**src/rtl/serial_adder.sv**
```systemverilog
// rtl/serial_adder.sv - multi-cycle adder, DIGIT bits per clock, LSB first
module serial_adder #(
    parameter int WIDTH = 8,
    parameter int DIGIT = 1
) (
    input  logic             clk,
    input  logic             rst,
    input  logic             start,
    input  logic [WIDTH-1:0] a,
    input  logic [WIDTH-1:0] b,
    input  logic             cin,
    output logic             busy,
    output logic             done,
    output logic [WIDTH-1:0] sum,
    output logic             cout,
    output logic             ovf
);

    localparam int STEPS = WIDTH / DIGIT;
    // Keep the counter at least one bit wide so STEPS == 1 still elaborates.
    localparam int CW = (STEPS > 1) ? $clog2(STEPS) : 1;
    localparam logic [CW-1:0] LAST = CW'(STEPS - 1);

    typedef enum logic {
        IDLE = 1'b0,
        RUN  = 1'b1
    } state_t;

    state_t state, state_next;

    logic [WIDTH-1:0] a_sr;
    logic [WIDTH-1:0] b_sr;
    logic [WIDTH-1:0] sum_sr;
    logic             carry;
    logic [CW-1:0]    cnt;

    logic load;
    logic step;
    logic last;

    logic [DIGIT-1:0]       slice_sum;
    logic [DIGIT:0]         chain;
    logic [WIDTH+DIGIT-1:0] sum_cat;
    logic [WIDTH-1:0]       sum_shift;

    // Busy is simply "an operation is in flight".
    assign busy = (state == RUN);

    // Next-state and step control: accept start only in IDLE, leave RUN on the last step.
    always_comb begin
        state_next = state;
        load       = 1'b0;
        step       = 1'b0;
        last       = 1'b0;
        case (state)
            IDLE: begin
                if (start) begin
                    load       = 1'b1;
                    state_next = RUN;
                end
            end
            RUN: begin
                step = 1'b1;
                if (cnt == LAST) begin
                    last       = 1'b1;
                    state_next = IDLE;
                end
            end
            default: state_next = IDLE;
        endcase
    end

    // One DIGIT-bit ripple slice; chain[i] is the carry into bit i of the slice.
    always_comb begin
        chain[0] = carry;
        for (int i = 0; i < DIGIT; i++) begin
            slice_sum[i] = a_sr[i] ^ b_sr[i] ^ chain[i];
            chain[i+1]   = (a_sr[i] & b_sr[i]) | (chain[i] & (a_sr[i] ^ b_sr[i]));
        end
        // New digit enters the sum register from the MSB end, old bits move down.
        sum_cat   = {slice_sum, sum_sr};
        sum_shift = WIDTH'(sum_cat >> DIGIT);
    end

    // State register.
    always_ff @(posedge clk) begin
        if (rst) begin
            state <= IDLE;
        end else begin
            state <= state_next;
        end
    end

    // Datapath: operand shift registers, carry, step counter and held results.
    always_ff @(posedge clk) begin
        if (rst) begin
            a_sr   <= '0;
            b_sr   <= '0;
            sum_sr <= '0;
            carry  <= 1'b0;
            cnt    <= '0;
            done   <= 1'b0;
            sum    <= '0;
            cout   <= 1'b0;
            ovf    <= 1'b0;
        end else begin
            done <= 1'b0;
            if (load) begin
                a_sr   <= a;
                b_sr   <= b;
                sum_sr <= '0;
                carry  <= cin;
                cnt    <= '0;
            end
            if (step) begin
                a_sr   <= a_sr >> DIGIT;
                b_sr   <= b_sr >> DIGIT;
                sum_sr <= sum_shift;
                carry  <= chain[DIGIT];
                cnt    <= cnt + 1'b1;
            end
            // On the final step the slice's top bit is the operand MSB, so
            // chain[DIGIT-1] is the carry into the MSB.
            if (last) begin
                sum  <= sum_shift;
                cout <= chain[DIGIT];
                ovf  <= chain[DIGIT] ^ chain[DIGIT-1];
                done <= 1'b1;
            end
        end
    end

endmodule

```
**config.mk**
```make
export PLATFORM = sky130hd
export DESIGN_NAME = serial_adder
export DESIGN_NICKNAME = d
export VERILOG_FILES = /design/src/rtl/serial_adder.sv
export SDC_FILE = /design/constraint.sdc
export NUM_CORES = 1
export LEC_CHECK = 0
export BUFFER_PORTS_ARGS = -buffer_cell sky130_fd_sc_hd__buf_2
export CAP_MARGIN = 20
export CORE_AREA = 2 2 65 67
export CTS_CLUSTER_DIAMETER = 80
export DETAILED_ROUTE_END_ITERATION = 10
export DIE_AREA = 0 0 67 69
export GPL_TIMING_DRIVEN = 0
export PLACE_DENSITY = 0.66
export REMOVE_ABC_BUFFERS = 1
export SKIP_CTS_REPAIR_TIMING = 1
export SLEW_MARGIN = 40
export SYNTH_ARGS = -nofsm -noshare
export SYNTH_HDL_FRONTEND = slang
export SYNTH_SLANG_ARGS = --single-unit
export TNS_END_PERCENT = 20
```
**constraint.sdc**
```tcl
create_clock -name clk -period 1.4 [get_ports clk]
set_input_delay 0.28 -clock clk [delete_from_list [all_inputs] [get_ports clk]]
set_output_delay 0.28 -clock clk [all_outputs]
set_load 0.01 [all_outputs]
```
---- After elaboration in Yosys (flattened, before gate mapping) ----
Cells that the tools add are included.
operators by class
  $add $sub $neg .......................... 1
  equal/unequal tests ..................... 1
  muxes and demuxes ....................... 18
  bitwise operators ....................... 7
  reductions and logical operators ........ 2
operator list
  operator               number
  $mux W7                4
  $mux W8                2
  $mux W1                9
  $mux W3                2
  $add A3 B1 Y3 const B  1
  $eq A3 B3 Y1 const B   1
  $xor A1 B1 Y1          3
  $and A1 B1 Y1          2
  $pmux W1 S2            1
  $reduce_bool A2 Y1     1
  $reduce_or A2 Y1       1
  $not A1 Y1             1
  $or A1 B1 Y1           1
word-level totals
  bits in registers ....................... 40
  input port bits ......................... 20
  output and inout port bits .............. 12
  word-level logic and storage cells ...... 41

---- Logic depth before layout (Yosys ltp) ----
  depth after elaboration ................. 4
  gate-level depth with buffers ........... 5
  depth with buffers taken out ............ 4

---- Worst setup path before layout ----
Ideal clock, no wire load.
  kind .................................... flip-flop to flip-flop
  start point ............................. reg cnt[0]
  end point ............................... reg sum[0]
  setup time .............................. 0.071 ns
  arrival time ............................ 1.161 ns
  required time ........................... 1.329 ns
  path slack .............................. 0.168 ns
  cell stages (with the launch flop) ...... 6
  buffers on the path ..................... 1
  period minus slack after synthesis ...... 1.232 ns
  cell sequence ........................... dfxtp_1 > ha_1 > ha_1 > buf_2 > a21bo_2 > a21oi_1
between the ends
  word-level cells in the longest chain between the ends .. 3
RTL lines
  element                 line  text
  from (decl)             35    logic [CW-1:0] cnt;
  from (signal assigned)  120   cnt <= cnt + 1'b1;
  $eq A3 B3 Y1            64    if (cnt == LAST) begin
  $mux W1                 64
  $mux W1                 55    case (state)
  to (signal assigned)    125   sum <= sum_shift;
  to (decl)               14    output logic [WIDTH-1:0] sum,
Every way passes these cells.
A chain may end at the register's enable or synchronous reset.

---- Worst setup path in the final report ----
  start point ............................. reg a_sr[0]
  end point ............................... reg ovf
between the ends
  word-level cells in the longest chain between the ends .. 4
  elaborated cells between the ends (all ways) .. 5
  classes of those cells .................. 5 x bitwise
RTL lines
  element                 line  text
  from (decl)             31    logic [WIDTH-1:0] a_sr;
  from (signal assigned)  116   a_sr <= a_sr >> DIGIT;
  $xor A1 B1 Y1           78    chain[i+1] = (a_sr[i] & b_sr[i]) | (chain[i] & (a_sr[i] ^ b_sr[i]));
  $and A1 B1 Y1           78
  $or A1 B1 Y1 *          78
  named net chain[1]      42    logic [DIGIT:0] chain;
  $xor A1 B1 Y1 *         127   ovf <= chain[DIGIT] ^ chain[DIGIT-1];
  to (signal assigned)    127
  to (decl)               16    output logic ovf
Mark *: on every way through the listed nets, which the timed path passes. The rest lies on a longest branch.

==> impl_metrics.ini <==
[logic_synthesis]
avgSynthCellArea_um2 = 9.94
synth-edff-count = 0
synth.most_common_cell = dfxtp_1
synthCells = 173
synth_top_area_share_pct = 45.4
synth_area_um2 = 1720
ys_seq_area_share_pct = 45.4
ys_types = 24
synth_flop_cell = dfxtp_1
async_flop_share_pct = 0
ys_top_cells_by_count = dfxtp_1, a21oi_1, mux2i_1
yosys-top-cells-area = dfxtp_1, mux2i_1, a211oi_1, a21oi_1, nor2b_1
ys_seq_elements = 39
ys_warn_count = 0
yosys.area.top_type = dfxtp_1

[grt]
grt_usage_pct = 14.7
grt_pass1_vias = 1223
grt_pass1_wl_mm = 5.44
grt_antenna_before_repair = 0
grt_remaining_overflow = 0
grt_max_degree = 40

[die]
num_io_pins = 32
start_util_pct = 44.0
die_w_um = 67
core.rowCount = 23
core_um2 = 3910
die_area_um2 = 4620
die_h_um = 69

[pwr]
p_per_area_nw_per_um2 = 1130
ir_drop_v = 0.000676
p_leak_uw = 0.000824

[worst_setup_path]
cp_data_required_time_ns = 1.60
timing.critical_path.from = a_sr[0]$_SDFFE_PP0P_
rr_worst_depth = 3
r2r_end = ovf$_SDFFE_PP0P_
crit_fanout = 3
crit_arrival_ns = 1.49
crit_type = reg -> reg
crit_end = ovf$_SDFFE_PP0P_
rrSetupSlack_ns = 0.10
worstSetupStartpointType = flip-flop
crit_path_end_kind = flip-flop
r2r-start = a_sr[0]$_SDFFE_PP0P_

[sta]
hold_viol_final = 0
period_minus_slack_ns = 1.30
period_share_pct = 92.5
worst_slew_pin_slew_ns = 0.696
rsz0062_at_grt = false
slew_viol_final = 0
setup_violations = 0
fmax_mhz = 772
skew_ns = 0.00389
fin_tns_setup_ns = 0
maxSlewHeadroom_pct = 53.6

[detailed_routing]
dr.pass1.iters = 4
num_vias = 1309
drt-wirelength-per-cell_um = 13.1
drcViolationCount = 0
drt_iter0_drc = 97
ant_nets = 0
viasPerCell = 5.24
routed_wl_mm = 3.28

[cells_and_area]
final_cells = 250
antennaDiodeCount = 0
syn_to_final_growth_pct = 16.8
layout-drive-gt1-share_pct = 28.0
num-nets-final = 222

[place]
dp.final_hpwl_mm = 2.06
port-buffer-count = 31
place_congestion = 0.742
dp.cells = 239

[clocking]
cts.sinks = 39
htreeDepth = 2
clock_latency_ns = 0.29
cts_tree = yes
cts_inserted_buffers = 5
clk_pin_slew_worst_paths_ns = 0.07
cts_buffer_depth = 2
cts-root-buf = clkbuf_8

[hold_path]
worstHoldPathType = in -> reg

[run]
cap_violations = 0

[outcome]
outcome = finished, final reports clean
-- placed cells by master, fill, tap and decap left out, types with 2 or more instances in the layout --
cell type and n:
a211oi_1 15, a21bo_2 9, a21oi_1 20, buf_2 31
buf_4 3, clkbuf_8 7, dfxtp_1 38, mux2i_1 17
nand2_1 10, nand2b_1 3, nand3_1 9, nor2b_1 15
nor3_1 2, or3b_1 8, or3b_2 2
-- cells by family (layout without fill, tap and decap cells) --
family / count (synthesis) / count (layout) / synth area share (%)
muxes: 17 / 17 / 9.89
DFF: 39 / 39 / 45.4
buffers and inverters: 17 / 44 / 5.74
adders and majority gates: 3 / 3 / 2.62
and+or+nand+nor: 50 / 50 / 17.2
AOI/OAI and AO/OA: 46 / 46 / 18.6
xor gates and xnor gates: 1 / 1 / 0.509
-- area by class of cell --
class | instances | area (um2)
fill | 398 | 1900
multi-input combinational | 117 | 853
sequential | 39 | 785
timing repair buffer | 35 | 205
clock buffer | 8 | 100
tap | 50 | 62.6
inverter | 1 | 3.75
-- flip-flops by register name, summed over array words and instances (netlist names) --
register and cells:
a_sr 8, b_sr 8, sum 8, sum_sr 7, cnt 3, busy 1, carry 1, cout 1
done 1, ovf 1
-- power by group --
| part | total, uW | internal (uW) | switching, uW |
|---|---|---|---|
| sequential | 1200 | 1160 | 35.1 |
| clock | 816 | 449 | 367 |
| combinational | 259 | 123 | 136 |
| total | 2270 | 1740 | 538 |
-- worst max-delay path: stages, from the launching register on --
cell	delay [ns]
dfxtp_1	0.33
fa_1	0.48
xnor2_1	0.15
a311oi_1	0.26
-- worst min path at each step --
| stage | from | to | cells past startpoint |
|---|---|---|---|
| 6_report | a[7] | a_sr[7]$_SDFFE_PP0P_ | 3 |
| 5_1_grt | a[7] | a_sr[7]$_SDFFE_PP0P_ | 3 |
| 2_1_floorplan | rst | cnt[1]$_SDFFE_PP0P_ | 1 |
| 4_1_cts | a[7] | a_sr[7]$_SDFFE_PP0P_ | 3 |
| 3_5_place_dp | sum_sr[1]$_SDFFE_PP0P_ | sum[0]$_SDFFE_PP0P_ | 2 |
| 3_3_place_gp | sum_sr[1]$_SDFFE_PP0P_ | sum[0]$_SDFFE_PP0P_ | 2 |
-- per-layer routing --
layer | wire, um | global-route usage [%] | part of all wire, %
met1 | 1570 | 19.1 | 48
met2 | 1510 | 23.0 | 46
met3 | 164 | 4.24 | 5.0
met4 | 30 | 5.44 | 0.91
met5 | 0 | 0 | 0
-- through the flow --
step / hold WS (ns) / total power [uW] / util [%] / setup slack (ns) / area, um2
detailed placement: 0.462 / 1470 / 47.8 / -0.274 / 1870
finish: 0.288 / 2270 / 51.3 / 0.105 / 2010
global placement: 0.444 / 1440 / 47.1 / -1.09 / 1840
floorplan: 0.342 / 1360 / - / -0.562 / 1630
global route: 0.300 / 2380 / 51.3 / 0.00560 / 2010
CTS: 0.290 / 2280 / 50.4 / -0.296 / 1970
Power figures use the tool's default switching activity.
